--- src/rtl/vu_pkg.sv ---
// Shared definitions for the VU level meter: peak FSM encodings, byte width, LED step.
// Latency: n/a (types, constants and a pure function only).
// Backpressure: n/a.
package vu_pkg;

   typedef enum logic [1:0] {
      IDLE = 2'd0,
      HOLD = 2'd1,
      FALL = 2'd2
   } pk_state_t;

   localparam int BYTE_W = 8;

   // Magnitude span covered by one LED of the bar.
   function automatic int led_step(input int led_no);
      return 256 / led_no;
   endfunction

endpackage

--- src/rtl/vu_tick_gen.sv ---
// Free-running divider: one-cycle tick every DIV clocks.
// Latency: first tick is sampled DIV edges after reset release.
// Backpressure: none; runs unconditionally.
// Ports: clk, rst (async active-high), tick (high while the counter sits at DIV-1).
module vu_tick_gen #(
   parameter int DIV = 1000000
) (
   input  logic clk,
   input  logic rst,
   output logic tick
);

   localparam int CW = (DIV > 1) ? $clog2(DIV) : 1;

   logic [CW-1:0] cnt;

   // tick is decoded from the counter state, so the edge that sees it high is
   // also the edge on which the counter wraps back to zero.
   assign tick = (cnt == CW'(DIV - 1));

   always_ff @(posedge clk or posedge rst) begin
      if (rst) begin
         cnt <= '0;
      end else if (tick) begin
         cnt <= '0;
      end else begin
         cnt <= cnt + 1'b1;
      end
   end

endmodule

--- src/rtl/vu_level_meter.sv ---
// VU meter: instant-attack / linear-decay level, held peak, LED bar + peak dot, error count.
// Latency: level/peak update on the sampling edge; LED outputs one edge later; err_cnt on the sampling edge.
// Backpressure: none; a strobe is accepted every cycle, nothing is ever stalled.
// Ports: clk, rst (async active-high); data_in/data_valid/format_err from the UART receiver;
//        led_bar (thermometer), led_peak (one-hot peak dot), err_cnt (saturating rejected-byte count).
module vu_level_meter
   import vu_pkg::*;
#(
   parameter int LED_NO     = 8,
   parameter int DECAY_DIV  = 1000000,
   parameter int DECAY_STEP = 8,
   parameter int HOLD_TICKS = 50
) (
   input  logic              clk,
   input  logic              rst,
   input  logic [BYTE_W-1:0] data_in,
   input  logic              data_valid,
   input  logic              format_err,
   output logic [LED_NO-1:0] led_bar,
   output logic [LED_NO-1:0] led_peak,
   output logic [BYTE_W-1:0] err_cnt
);

   localparam int              STEP    = led_step(LED_NO);
   localparam logic [BYTE_W-1:0] STEP_B  = BYTE_W'(STEP);
   localparam logic [BYTE_W-1:0] DSTEP_B = BYTE_W'(DECAY_STEP);
   localparam logic [BYTE_W-1:0] HOLD_B  = BYTE_W'(HOLD_TICKS);
   localparam logic [BYTE_W-1:0] ERR_MAX = 8'd255;

   function automatic logic [BYTE_W-1:0] sat_sub(input logic [BYTE_W-1:0] a,
                                                 input logic [BYTE_W-1:0] b);
      return (a > b) ? (a - b) : '0;
   endfunction

   logic              tick;
   logic              accept;
   logic              reject;
   logic [BYTE_W-1:0] level;
   logic [BYTE_W-1:0] peak;
   logic [BYTE_W-1:0] hold_cnt;
   pk_state_t         pk_state;

   logic [BYTE_W-1:0] lvl_dec;
   logic [BYTE_W-1:0] level_nx;
   logic [BYTE_W-1:0] pk_dec;
   logic [BYTE_W-1:0] peak_eff;
   logic              retrig;
   logic              lift;
   logic [BYTE_W-1:0] peak_idx;
   logic [LED_NO-1:0] bar_nx;
   logic [LED_NO-1:0] dot_nx;

   vu_tick_gen #(
      .DIV (DECAY_DIV)
   ) u_tick_gen (
      .clk  (clk),
      .rst  (rst),
      .tick (tick)
   );

   assign accept = data_valid & ~format_err;
   assign reject = data_valid &  format_err;

   // Decay is applied before the max, so a sample arriving on a tick competes
   // against the already-decayed level.
   assign lvl_dec  = tick ? sat_sub(level, DSTEP_B) : level;
   assign level_nx = (accept && (data_in > lvl_dec)) ? data_in : lvl_dec;

   // A falling peak is compared against its post-decay value on tick cycles.
   assign pk_dec   = sat_sub(peak, DSTEP_B);
   assign peak_eff = (tick && (pk_state == FALL)) ? pk_dec : peak;
   assign retrig   = accept && (data_in != '0) && (data_in >= peak_eff);
   assign lift     = (level_nx > peak_eff);

   always_ff @(posedge clk or posedge rst) begin
      if (rst) begin
         level <= '0;
      end else begin
         level <= level_nx;
      end
   end

   // Peak FSM. On a re-trigger level_nx equals data_in (the decayed level can
   // never exceed peak_eff), so loading level_nx covers both the re-trigger
   // and the keep-peak-above-level case with one assignment.
   always_ff @(posedge clk or posedge rst) begin
      if (rst) begin
         pk_state <= IDLE;
         peak     <= '0;
         hold_cnt <= '0;
      end else if (retrig || lift) begin
         pk_state <= HOLD;
         peak     <= level_nx;
         hold_cnt <= HOLD_B;
      end else begin
         case (pk_state)
            HOLD: begin
               if (tick) begin
                  if (hold_cnt <= 8'd1) begin
                     hold_cnt <= '0;
                     pk_state <= FALL;
                  end else begin
                     hold_cnt <= hold_cnt - 8'd1;
                  end
               end
            end
            FALL: begin
               if (tick) begin
                  peak <= pk_dec;
                  if (pk_dec == '0) begin
                     pk_state <= IDLE;
                  end
               end
            end
            default: begin
               pk_state <= IDLE;
            end
         endcase
      end
   end

   assign peak_idx = (peak - 8'd1) / STEP_B;

   always_comb begin
      bar_nx = '0;
      dot_nx = '0;
      for (int i = 0; i < LED_NO; i++) begin
         bar_nx[i] = (level > BYTE_W'(i * STEP));
         dot_nx[i] = (peak != '0) && (peak_idx == BYTE_W'(i));
      end
   end

   always_ff @(posedge clk or posedge rst) begin
      if (rst) begin
         led_bar  <= '0;
         led_peak <= '0;
      end else begin
         led_bar  <= bar_nx;
         led_peak <= dot_nx;
      end
   end

   always_ff @(posedge clk or posedge rst) begin
      if (rst) begin
         err_cnt <= '0;
      end else if (reject && (err_cnt != ERR_MAX)) begin
         err_cnt <= err_cnt + 8'd1;
      end
   end

endmodule
--- config.mk ---
export PLATFORM = sky130hd
export DESIGN_NAME = vu_level_meter
export DESIGN_NICKNAME = d
export VERILOG_FILES = /design/src/rtl/vu_pkg.sv /design/src/rtl/vu_tick_gen.sv /design/src/rtl/vu_level_meter.sv
export SDC_FILE = /design/constraint.sdc
export NUM_CORES = 1
export LEC_CHECK = 0
export BUFFER_PORTS_ARGS = -buffer_cell sky130_fd_sc_hd__buf_2
export CORE_AREA = 2 2 91 93
export CTS_BUF_LIST = sky130_fd_sc_hd__clkbuf_16
export CTS_CLUSTER_DIAMETER = 60
export DETAILED_ROUTE_END_ITERATION = 10
export DIE_AREA = 0 0 93 95
export PLACE_DENSITY = 0.74
export SYNTH_ARGS = -nofsm -noshare
export SYNTH_HDL_FRONTEND = slang
export SYNTH_SLANG_ARGS = --single-unit
--- constraint.sdc ---
create_clock -name clk -period 5.1 [get_ports clk]
set_input_delay 1.02 -clock clk [delete_from_list [all_inputs] [get_ports clk]]
set_output_delay 1.02 -clock clk [all_outputs]
set_load 0.005 [all_outputs]
==> results_dict.tcl, run 1 <==
set metrics [dict create \
    fillCellCount 676 \
    drtPass1Iterations 5 \
    synth_seq_cells 70 \
    portBuffers 35 \
    ys_async_sr_fraction_pct 100 \
    gr-total-overflow 0 \
    syn_area_um2 4100 \
    startpoint_type "flop" \
    min_path_type "flop to flop" \
    status "finished clean" \
    synthFlopType "dfrtp_1" \
    drt_iter0_markers 210 \
    max_freq_ghz 0.203 \
    mostFrequentLayoutCells "dfrtp_1 (69), nor2_1 (39), buf_2 (35), nand2_1 (31), ha_1 (31)" \
    dpl.hpwl_mm 6.16 \
    drcViolationCount 0 \
    worst_ep_arrival_time_ns 5.12 \
    cp-end-kind "flop" \
    fin_cells 585 \
    grt_pass1_vias 3104 \
    dieArea_um2 8840 \
    postRouteAntennaNets 0 \
    routed_wl_mm 8.57 \
    avgViaCountPerCell 5.62 \
    clock_latency_ns 0.33 \
    critPathMaxFanout 7 \
    area_growth_syn_to_layout_pct 18.8 \
    cts_max_path_buffers 2 \
    synth_warnings 0 \
    cts_max_level 3 \
    drv_cap 0 \
    fin_worst_skew_ns 0.00783 \
    crit_chain "or4_4 -> nor4_4 -> buf_4 -> nand4_1 -> mux2_4 -> inv_1 -> ha_1 -> and4_4 -> a21oi_2 -> o21ai_2 -> a21oi_4 -> buf_6 -> mux2i_4 -> ha_4 -> a21o_1 -> a21o_1 -> a21oi_2 -> nor2_1 -> a211o_2 -> buf_8 -> mux2i_2" \
    antenna_cells 0 \
    wire_per_inst_um 14.7 \
    synthesis.instances 426 \
    worstMarginPinSlew_ns 0.848 \
    die_w_um 93 \
    setup_ws_ns 0.175 \
    final.period_utilization_pct 96.6 \
    finalNetCount 519 \
    syn_avg_cell_area_um2 9.63 \
    cts_sinks 70 \
    synth_edf_count 0 \
    finalHoldViolCount 0 \
    start_util_pct 51.8 \
    cp_slowest_cell "or4_4" \
    grt_max_degree 71 \
    drive_gt1_share_pct 20.2 \
    crit_type "flop to flop" \
    finalSetupViolCount 0 \
    cts-hold-fix-buffers 0 \
    synth.distinct_cells 54 \
    worstPathRequired_ns 5.30 \
    cts_tree "yes" \
    synth_nets 470 \
    die_y_um 95 \
    maxSlewHeadroom_pct 43.4 \
    grt_pass1_wl_mm 14.0 \
    layout_commonest_cell "dfrtp_1" \
    period_minus_slack_ns 4.93 \
    max_stage_delay_ns 0.55 \
    cellPowerDensity_nw_per_um2 540 \
    clk_pin_slew_ns 0.06 \
    grt_usage_pct 20.0 \
    vias 3285 \
    rows 33 \
    pre_cts_ws_ns 0.122 \
    root_buffer "clkbuf_16" \
    place_inst 562 \
    numCtsBuffers 9 \
    yosysSeqAreaShare_pct 42.7 \
    ioPinCount 36 \
    core_um2 7930 \
    slew_violations 0 \
    power.static_leakage_nw 2.28 \
    vdd_drop_max_v 0.000365 \
    grt_antenna_before_repair 0 \
    routabilityCongestion 0.861 \
]
-- metal layers --
metal  vias to the layer above  share of wire [%]  GRT usage [%]
met5                         -                  0              0
met3                        29                2.3           2.47
met4                         0                3.8           11.9
met1                      1591                 45           25.6
met2                        60                 49           32.9
li1                       1605                  -              -
-- kinds of logic after synthesis --
group	Yosys count	share of synthesized area [%]
AOI/OAI and AO/OA	71	11.2
buffers and inverters	43	4.27
xor gates and xnor gates	24	5.12
DFF	70	42.7
muxes	26	6.49
and+or+nand+nor	160	20.5
adders and majority gates	32	9.76
-- report_power, final --
| group | total, mW | switching (mW) | leakage [nW] | internal [mW] |
|---|---|---|---|---|
| Sequential | 0.861 | 0.165 | 0.872 | 0.696 |
| Clock | 0.587 | 0.252 | 0.137 | 0.335 |
| Combinational | 1.18 | 0.625 | 1.27 | 0.558 |
| Total | 2.63 | 1.04 | 2.28 | 1.59 |
-- synthesized netlist by cell type (13+ instances only) --
cell type,number,share of area (%)
mux2i_1,21,5.1
nor2_1,40,3.7
a21oi_1,17,2.1
xnor2_1,13,2.8
nand3_1,17,2.1
ha_1,32,9.8
o21ai_0,16,2.0
nand2_1,31,2.8
nor3_1,15,1.8
dfrtp_1,70,43
inv_1,29,2.7
-- registers in the layout, summed over array words and instances, names as in the netlist --
register / cells
hold_cnt: 8
level: 8
led_bar: 8
peak: 8
u_tick_gen.cnt: 20
pk_state: 2
err_cnt: 8
led_peak: 8
-- stage by stage --
step	util [%]	instance area [µm²]	total power, mW	TNS (ns)	hold WS, ns
2_1_floorplan	-	4110	1.58	0	0.451
3_3_place_gp	55.7	4420	1.85	0	0.473
3_5_place_dp	55.7	4420	1.90	0	0.479
4_1_cts	59.3	4700	2.49	0	0.493
5_1_grt	61.5	4870	2.83	-0.528	0.499
6_report	61.5	4870	2.63	0	0.488
-- final timing paths --
check	start	endpoint	slack [ns]	cells past startpoint
setup / recovery	u_tick_gen.cnt[7]	peak[6]	0.17	21
hold / removal	err_cnt[4]	err_cnt[4]	0.49	1
setup reg to reg	u_tick_gen.cnt[7]	peak[6]	0.17	21
hold reg to reg	err_cnt[4]	err_cnt[4]	0.49	1
max in group asynchronous	rst	u_tick_gen.cnt[7]	3.56	3
min in group asynchronous	rst	u_tick_gen.cnt[18]	0.95	3
-- layout make-up --
cell class / count / area [µm²] / share of cell area [%]
Multi-Input combinational cell: 313 / 2280 / 46.8
Inverter: 29 / 109 / 2.23
Tap cell: 105 / 131 / 2.70
Sequential cell: 70 / 1750 / 36.0
Clock inverter: 7 / 56.3 / 1.16
Timing Repair Buffer: 52 / 318 / 6.52
Clock buffer: 9 / 225 / 4.62
-- repair_timing --
item / 4_1_cts / 5_1_grt
setup endpoints to repair: 0 / 18
setup buffers: 0 / 7
resized for setup: 0 / 30
-- worst max-delay path: cells and delay by family (launching register included) --
kind	cells	cell delay [ns]
DFF	1	0.44
AOI/OAI and AO/OA	7	1.25
and+or+nand+nor	5	1.20
adders and majority gates	2	0.49
muxes	3	0.78
buffers and inverters	4	0.62
Power figures use the tool's default switching activity.
==> run 2: changes to the inputs <==
--- a/config.mk
+++ b/config.mk
@@ -5,13 +5,14 @@
 export SDC_FILE = /design/constraint.sdc
 export NUM_CORES = 1
 export LEC_CHECK = 0
+export ABC_AREA = 1
 export BUFFER_PORTS_ARGS = -buffer_cell sky130_fd_sc_hd__buf_2
-export CORE_AREA = 2 2 91 93
+export CORE_AREA = 2 2 94 96
 export CTS_BUF_LIST = sky130_fd_sc_hd__clkbuf_16
 export CTS_CLUSTER_DIAMETER = 60
 export DETAILED_ROUTE_END_ITERATION = 10
-export DIE_AREA = 0 0 93 95
-export PLACE_DENSITY = 0.74
+export DIE_AREA = 0 0 96 98
+export PLACE_DENSITY = 0.76
 export SYNTH_ARGS = -nofsm -noshare
 export SYNTH_HDL_FRONTEND = slang
 export SYNTH_SLANG_ARGS = --single-unit
==> run 2 against run 1 <==
Compared with the run above:
- sequential cell count stayed put
- sequential power is 7.9% lower
- combinational power is 6% lower
- final cell count increased by 28%
- fmax is 6.7% higher
- highest routed layer unchanged
- worst setup slack improved by 0.31 ns
- register-to-register slack improved by 0.31 ns
- worst hold slack worse by 0.012 ns
- non-clock buffer count is 15 lower
- area after synthesis up 10%
- utilization decreased by 1.2 points
- cell area is 4.6% higher
- critical path type unchanged
==> results_dict.tcl, run 2 <==
set metrics [dict create \
    status "finished clean" \
    worstMarginPinSlew_ns 0.688 \
    crit_top_cell "nand2_1" \
    grt_max_degree 56 \
    critPathMaxFanout 17 \
    cts_tree "yes" \
    synthFlopType "dfrtp_1" \
    numCtsBuffers 9 \
    finalNetCount 683 \
    vdd_drop_max_v 0.000246 \
    clock_latency_ns 0.32 \
    routabilityCongestion 0.895 \
    synth_seq_cells 70 \
    largest_register_ffs 20 \
    finalSetupViolCount 0 \
    period_minus_slack_ns 4.61 \
    syn_area_um2 4530 \
    area_growth_syn_to_layout_pct 12.6 \
    portBuffers 35 \
    path_depth 27 \
    cellPowerDensity_nw_per_um2 489 \
    synth_warnings 0 \
    routed_wl_mm 9.83 \
    regMostFlops "u_tick_gen.cnt" \
    postRouteAntennaNets 0 \
    grt_usage_pct 22.2 \
    finalHoldViolCount 0 \
    regToRegStartpoint "u_tick_gen.cnt[0]" \
    vias 3825 \
    yosysSeqAreaShare_pct 38.7 \
    rows 34 \
    core_um2 8470 \
    synth_edf_count 0 \
    cts_max_path_buffers 2 \
    design_area_um2 5100 \
    r2r_slack_ns 0.49 \
    grt_pass1_vias 3737 \
    fin_cells 751 \
    synth_nets 640 \
    drtPass1Iterations 4 \
    timing.critical_path.to "pk_state[0]" \
    maxSlewHeadroom_pct 54.2 \
    grt_pass1_wl_mm 16.4 \
    final.period_utilization_pct 90.5 \
    dpl.hpwl_mm 7.63 \
    startpoint_type "flop" \
    drt_iter0_markers 249 \
    antenna_cells 0 \
    rsz0062_at_grt "false" \
    p_total_mw 2.49 \
    timing.critical_path.from "u_tick_gen.cnt[0]" \
    mostFrequentLayoutCells "nand2_1 (146), inv_1 (95), dfrtp_1 (70), nor2_1 (60), nand3_1 (39)" \
    setup_ws_ns 0.485 \
    cts_sinks 70 \
    wire_per_inst_um 13.1 \
    yosysTopAreaCellShare_pct 38.7 \
    synth_common_cells "nand2_1 (147), inv_1 (96), dfrtp_1 (70)" \
    crit_type "flop to flop" \
    synthTopCellsByArea "dfrtp_1 (39%), nand2_1 (12%), ha_1 (8.8%)" \
    cp_slowest_cell "dfrtp_1" \
    rr_worst_depth 27 \
    worstPathRequired_ns 5.31 \
    avgViaCountPerCell 5.09 \
    die_w_um 96 \
    grt_antenna_before_repair 0 \
    drive_gt1_share_pct 14.0 \
    holdPathStages 1 \
    drcViolationCount 0 \
    synthesis.instances 596 \
    root_buffer "clkbuf_16" \
    dieArea_um2 9410 \
    drv_cap 0 \
    gr-total-overflow 0 \
    pre_cts_ws_ns 0.498 \
    yosysTopAreaCell "dfrtp_1" \
    min_path_type "flop to flop" \
    crit_family "simple AND/OR/NAND/NOR gates" \
    synth.distinct_cells 40 \
    start_util_pct 53.5 \
    tns_ns 0 \
    cts-hold-fix-buffers 0 \
    layout_commonest_cell "nand2_1" \
    cp-end-kind "flop" \
    postPlaceCellArea_um2 4810 \
    hold_ws_ns 0.476 \
    power.static_leakage_nw 2.77 \
    place_inst 736 \
    fin_util_pct 60.2 \
    ioPinCount 36 \
    syn_avg_cell_area_um2 7.60 \
    rr_endpoint "pk_state[0]" \
    fin_worst_skew_ns 0.00671 \
    die_y_um 98 \
    max_stage_delay_ns 0.40 \
    yosysMostFrequentCell "nand2_1" \
    cts_max_level 3 \
    clk_pin_slew_ns 0.06 \
    worst_ep_arrival_time_ns 4.82 \
    ys_async_sr_fraction_pct 100 \
    max_freq_ghz 0.217 \
    cp_num_buf_inv 3 \
    slew_violations 0 \
]
## run 2: changes by cell type in the layout (fill, tap and decap cells not counted), moves of 7 or more
cell	change
and3_1	-9
mux2i_1	-15
nor2_1	+21
nand2_1	+115
inv_1	+67
nor3_1	-7
xnor2_1	-10
nand3_1	+22
nor2b_1	-9
nand2_2	+7
buf_4	-12
## run 2: layout make-up
cell class                 instances  area (µm²)
clock buffer                       9         225
clock inverter                     6        55.1
fill                             767        3370
inverter                         105         399
multi-input combinational        416        2340
sequential                        70        1750
tap                              108         135
timing repair buffer              37         190
## run 2: worst min path at each step
stage / from / endpoint / slack, ns
2_1_floorplan: u_tick_gen.cnt[0] / u_tick_gen.cnt[0] / 0.43
3_3_place_gp: u_tick_gen.cnt[0] / u_tick_gen.cnt[0] / 0.44
3_5_place_dp: u_tick_gen.cnt[0] / u_tick_gen.cnt[0] / 0.46
4_1_cts: u_tick_gen.cnt[0] / u_tick_gen.cnt[0] / 0.47
5_1_grt: u_tick_gen.cnt[0] / u_tick_gen.cnt[0] / 0.49
6_report: u_tick_gen.cnt[0] / u_tick_gen.cnt[0] / 0.48
## run 2: repair_timing
item	in CTS	in global routing
setup endpoints to repair	0	2
resized for setup	0	2
setup buffers	0	0
## run 2: worst reg2reg max path: stages (launching register included)
cell and delay [ns]:
dfrtp_1 0.40, ha_1 0.24, nand3_2 0.13, nor2_4 0.06
nand3_4 0.19, clkinv_2 0.27, nand2_2 0.19, nand2_1 0.11
ha_1 0.31, a21oi_1 0.08, o21a_1 0.17, o21bai_1 0.21
nand2_2 0.20, inv_1 0.16, nand2_1 0.08, and2_1 0.18
ha_1 0.30, nand2_1 0.07, o21ai_0 0.16, nand2_1 0.07
nand2_1 0.06, nand2_1 0.06, nand2_1 0.12, clkinvlp_4 0.28
nand2_1 0.18, nand2_1 0.09, nand2_1 0.08, nand2_1 0.05
## run 2: routing by layer
metal	share of wire, %	vias up	global-route usage, %
met3	3.8	13	4.17
met5	0	-	0
met4	1.7	0	7.58
met2	47	76	35.2
met1	48	1756	30.5
li1	-	1980	-
## run 2: where the power goes
part / internal (mW) / switching (mW)
logic: 0.407 / 0.702
clock network: 0.370 / 0.221
registers: 0.690 / 0.103
total: 1.47 / 1.03
## run 2: logic make-up after synthesis
family	count (synthesis)	synth area share [%]
AND/OR/NAND/NOR	301	30.6
XOR/XNOR	20	3.87
AO/OA/AOI/OAI	63	8.37
buffers and inverters	110	9.67
flip-flops	70	38.7
adder cells (fa/ha/maj)	32	8.84
==> run 3: changes to the inputs <==
--- a/config.mk
+++ b/config.mk
@@ -7,12 +7,12 @@
 export LEC_CHECK = 0
 export ABC_AREA = 1
 export BUFFER_PORTS_ARGS = -buffer_cell sky130_fd_sc_hd__buf_2
-export CORE_AREA = 2 2 94 96
+export CORE_AREA = 2 2 114 116
 export CTS_BUF_LIST = sky130_fd_sc_hd__clkbuf_16
 export CTS_CLUSTER_DIAMETER = 60
 export DETAILED_ROUTE_END_ITERATION = 10
-export DIE_AREA = 0 0 96 98
-export PLACE_DENSITY = 0.76
+export DIE_AREA = 0 0 116 118
+export PLACE_DENSITY_LB_ADDON = 0.3
 export SYNTH_ARGS = -nofsm -noshare
 export SYNTH_HDL_FRONTEND = slang
 export SYNTH_SLANG_ARGS = --single-unit
==> run 3 against run 2 <==
Compared with the run above:
- worst hold slack worse by 0.017 ns
- sequential power about the same
- utilization down 19 points
- combinational power about the same
- critical path depth unchanged
- fmax up 0.89%
- cell area up 1.6%
- register-to-register slack better by 0.04 ns
- die area up 45%
- largest power group unchanged
- highest routed layer unchanged
==> results_dict.tcl, run 3 (synthesis gave the netlist of run 2 again) <==
set metrics [dict create \
    status "finished clean" \
    routabilityCongestion 0.865 \
    period_minus_slack_ns 4.57 \
    tns_ns 0 \
    max_freq_ghz 0.219 \
    grt_antenna_before_repair 0 \
    cts_sinks 70 \
    start_util_pct 36.5 \
    switching_share_pct 41.3 \
    dieArea_um2 13700 \
    ioPinCount 36 \
    p_int_mw 1.47 \
    p_switching_mw 1.03 \
    cts_tree "yes" \
    holdPathStages 1 \
    routed_wl_mm 10.1 \
    cellPowerDensity_nw_per_um2 482 \
    dpl.hpwl_mm 7.96 \
    cts_max_level 3 \
    worstPathRequired_ns 5.32 \
    finalNetCount 683 \
    grt_pass1_wl_mm 17.5 \
    startpoint_type "flop" \
    avgViaCountPerCell 4.75 \
    antenna_cells 0 \
    critPathMaxFanout 17 \
    portBuffers 35 \
    gr-total-overflow 0 \
    drtPass1Iterations 4 \
    finalHoldViolCount 0 \
    largest_register_ffs 20 \
    grt_pass1_vias 3849 \
    min_path_type "flop to flop" \
    drcViolationCount 0 \
    worst_ep_arrival_time_ns 4.80 \
    clock_latency_ns 0.34 \
    power.static_leakage_nw 2.78 \
    combPwrFrac_pct 44.0 \
    rows 41 \
    core_um2 12400 \
    grt_usage_pct 16.1 \
    worstMarginPinSlew_ns 0.849 \
    slew_violations 0 \
    vdd_drop_max_v 0.000207 \
    root_buffer "clkbuf_16" \
    maxSlewHeadroom_pct 43.3 \
    numCtsBuffers 9 \
    fin_worst_skew_ns 0.00624 \
    drv_cap 0 \
    area_growth_syn_to_layout_pct 14.3 \
    drive_gt1_share_pct 13.8 \
    cp-end-kind "flop" \
    layout_commonest_cell "nand2_1" \
    die_w_um 116 \
    rr_worst_depth 27 \
    cts_setup_buffers 0 \
    wire_per_inst_um 12.4 \
    final.period_utilization_pct 89.7 \
    postRouteAntennaNets 0 \
    finalSetupViolCount 0 \
    fin_cells 815 \
    regMostFlops "u_tick_gen.cnt" \
    clk_pin_slew_ns 0.06 \
    crit_type "flop to flop" \
    drt_iter0_markers 167 \
    vias 3870 \
    cts-hold-fix-buffers 0 \
    rsz0062_at_grt "false" \
    cts_max_path_buffers 2 \
    mostFrequentLayoutCells "nand2_1 (146), inv_1 (95), dfrtp_1 (70), nor2_1 (60), nand3_1 (39)" \
    die_y_um 118 \
    grt_max_degree 41 \
    pwr-share-seq_pct 31.8 \
    power_frac_clock_pct 24.2 \
    place_inst 800 \
]
[run 3: final timing paths]
kind | slack (ns) | start | endpoint
worst max-delay path | 0.53 | u_tick_gen.cnt[0] | pk_state[0]
worst min-delay path | 0.46 | u_tick_gen.cnt[0] | u_tick_gen.cnt[0]
worst max register to register | 0.53 | u_tick_gen.cnt[0] | pk_state[0]
worst min register to register | 0.46 | u_tick_gen.cnt[0] | u_tick_gen.cnt[0]
max in group asynchronous | 3.31 | rst | led_peak[7]
min in group asynchronous | 0.86 | rst | u_tick_gen.cnt[6]
[run 3: power groups by stage]
stage               Clock [mW]  Sequential, mW  Combinational [mW]
floorplan                    0           0.784               0.804
global placement             0           0.800                1.07
detailed placement           0           0.805                1.09
CTS                      0.619           0.795                1.10
global route             0.643           0.812                1.29
finish                   0.605           0.794                1.10
[run 3: layout make-up]
cell class	instances	area, µm²
clock buffer	9	225
inverter	105	399
tap	172	215
timing repair buffer	37	190
multi-input combinational	416	2340
sequential	70	1750
clock inverter	6	55.1
fill	1293	7230
[run 3: per-layer routing]
metal  routed length (µm)  vias to the layer above  track usage, %
met1                 4730                     1817            20.7
met3                  258                       22            2.63
met2                 4890                       54            26.1
met4                  269                        0            7.66
li1                     -                     1977               -
met5                    0                        -               0
[run 3: worst max-delay path, stage by stage, from the launching register on]
cell	delay, ns
dfrtp_1	0.39
ha_1	0.24
nand3_2	0.13
nor2_4	0.06
nand3_4	0.18
clkinv_2	0.26
nand2_2	0.20
nand2_1	0.10
ha_1	0.30
a21oi_1	0.07
o21a_1	0.17
o21bai_1	0.22
nand2_2	0.21
inv_1	0.17
nand2_1	0.08
and2_1	0.18
ha_1	0.29
nand2_1	0.06
o21ai_0	0.17
nand2_1	0.07
nand2_1	0.06
nand2_1	0.06
nand2_1	0.12
clkinvlp_4	0.28
nand2_1	0.18
nand2_1	0.08
nand2_1	0.06
nand2_1	0.04
[run 3: timing repair]
| item | in CTS | in global routing |
|---|---|---|
| hold endpoints to repair | 0 | 0 |
| resized for setup | 0 | 2 |
| endpoints found under the setup margin | 0 | 4 |
[run 3: stage by stage]
stage	util [%]	cell area (µm²)	power (mW)	worst slack [ns]	hold WS, ns
after global routing	41.7	5180	2.74	0.0696	0.483
after CTS	41.7	5170	2.52	0.439	0.462
after global placement	39.4	4890	1.87	0.631	0.442
after detailed placement	39.4	4890	1.90	0.472	0.454
final	41.7	5180	2.50	0.526	0.459
after floorplan	-	4530	1.59	1.35	0.429
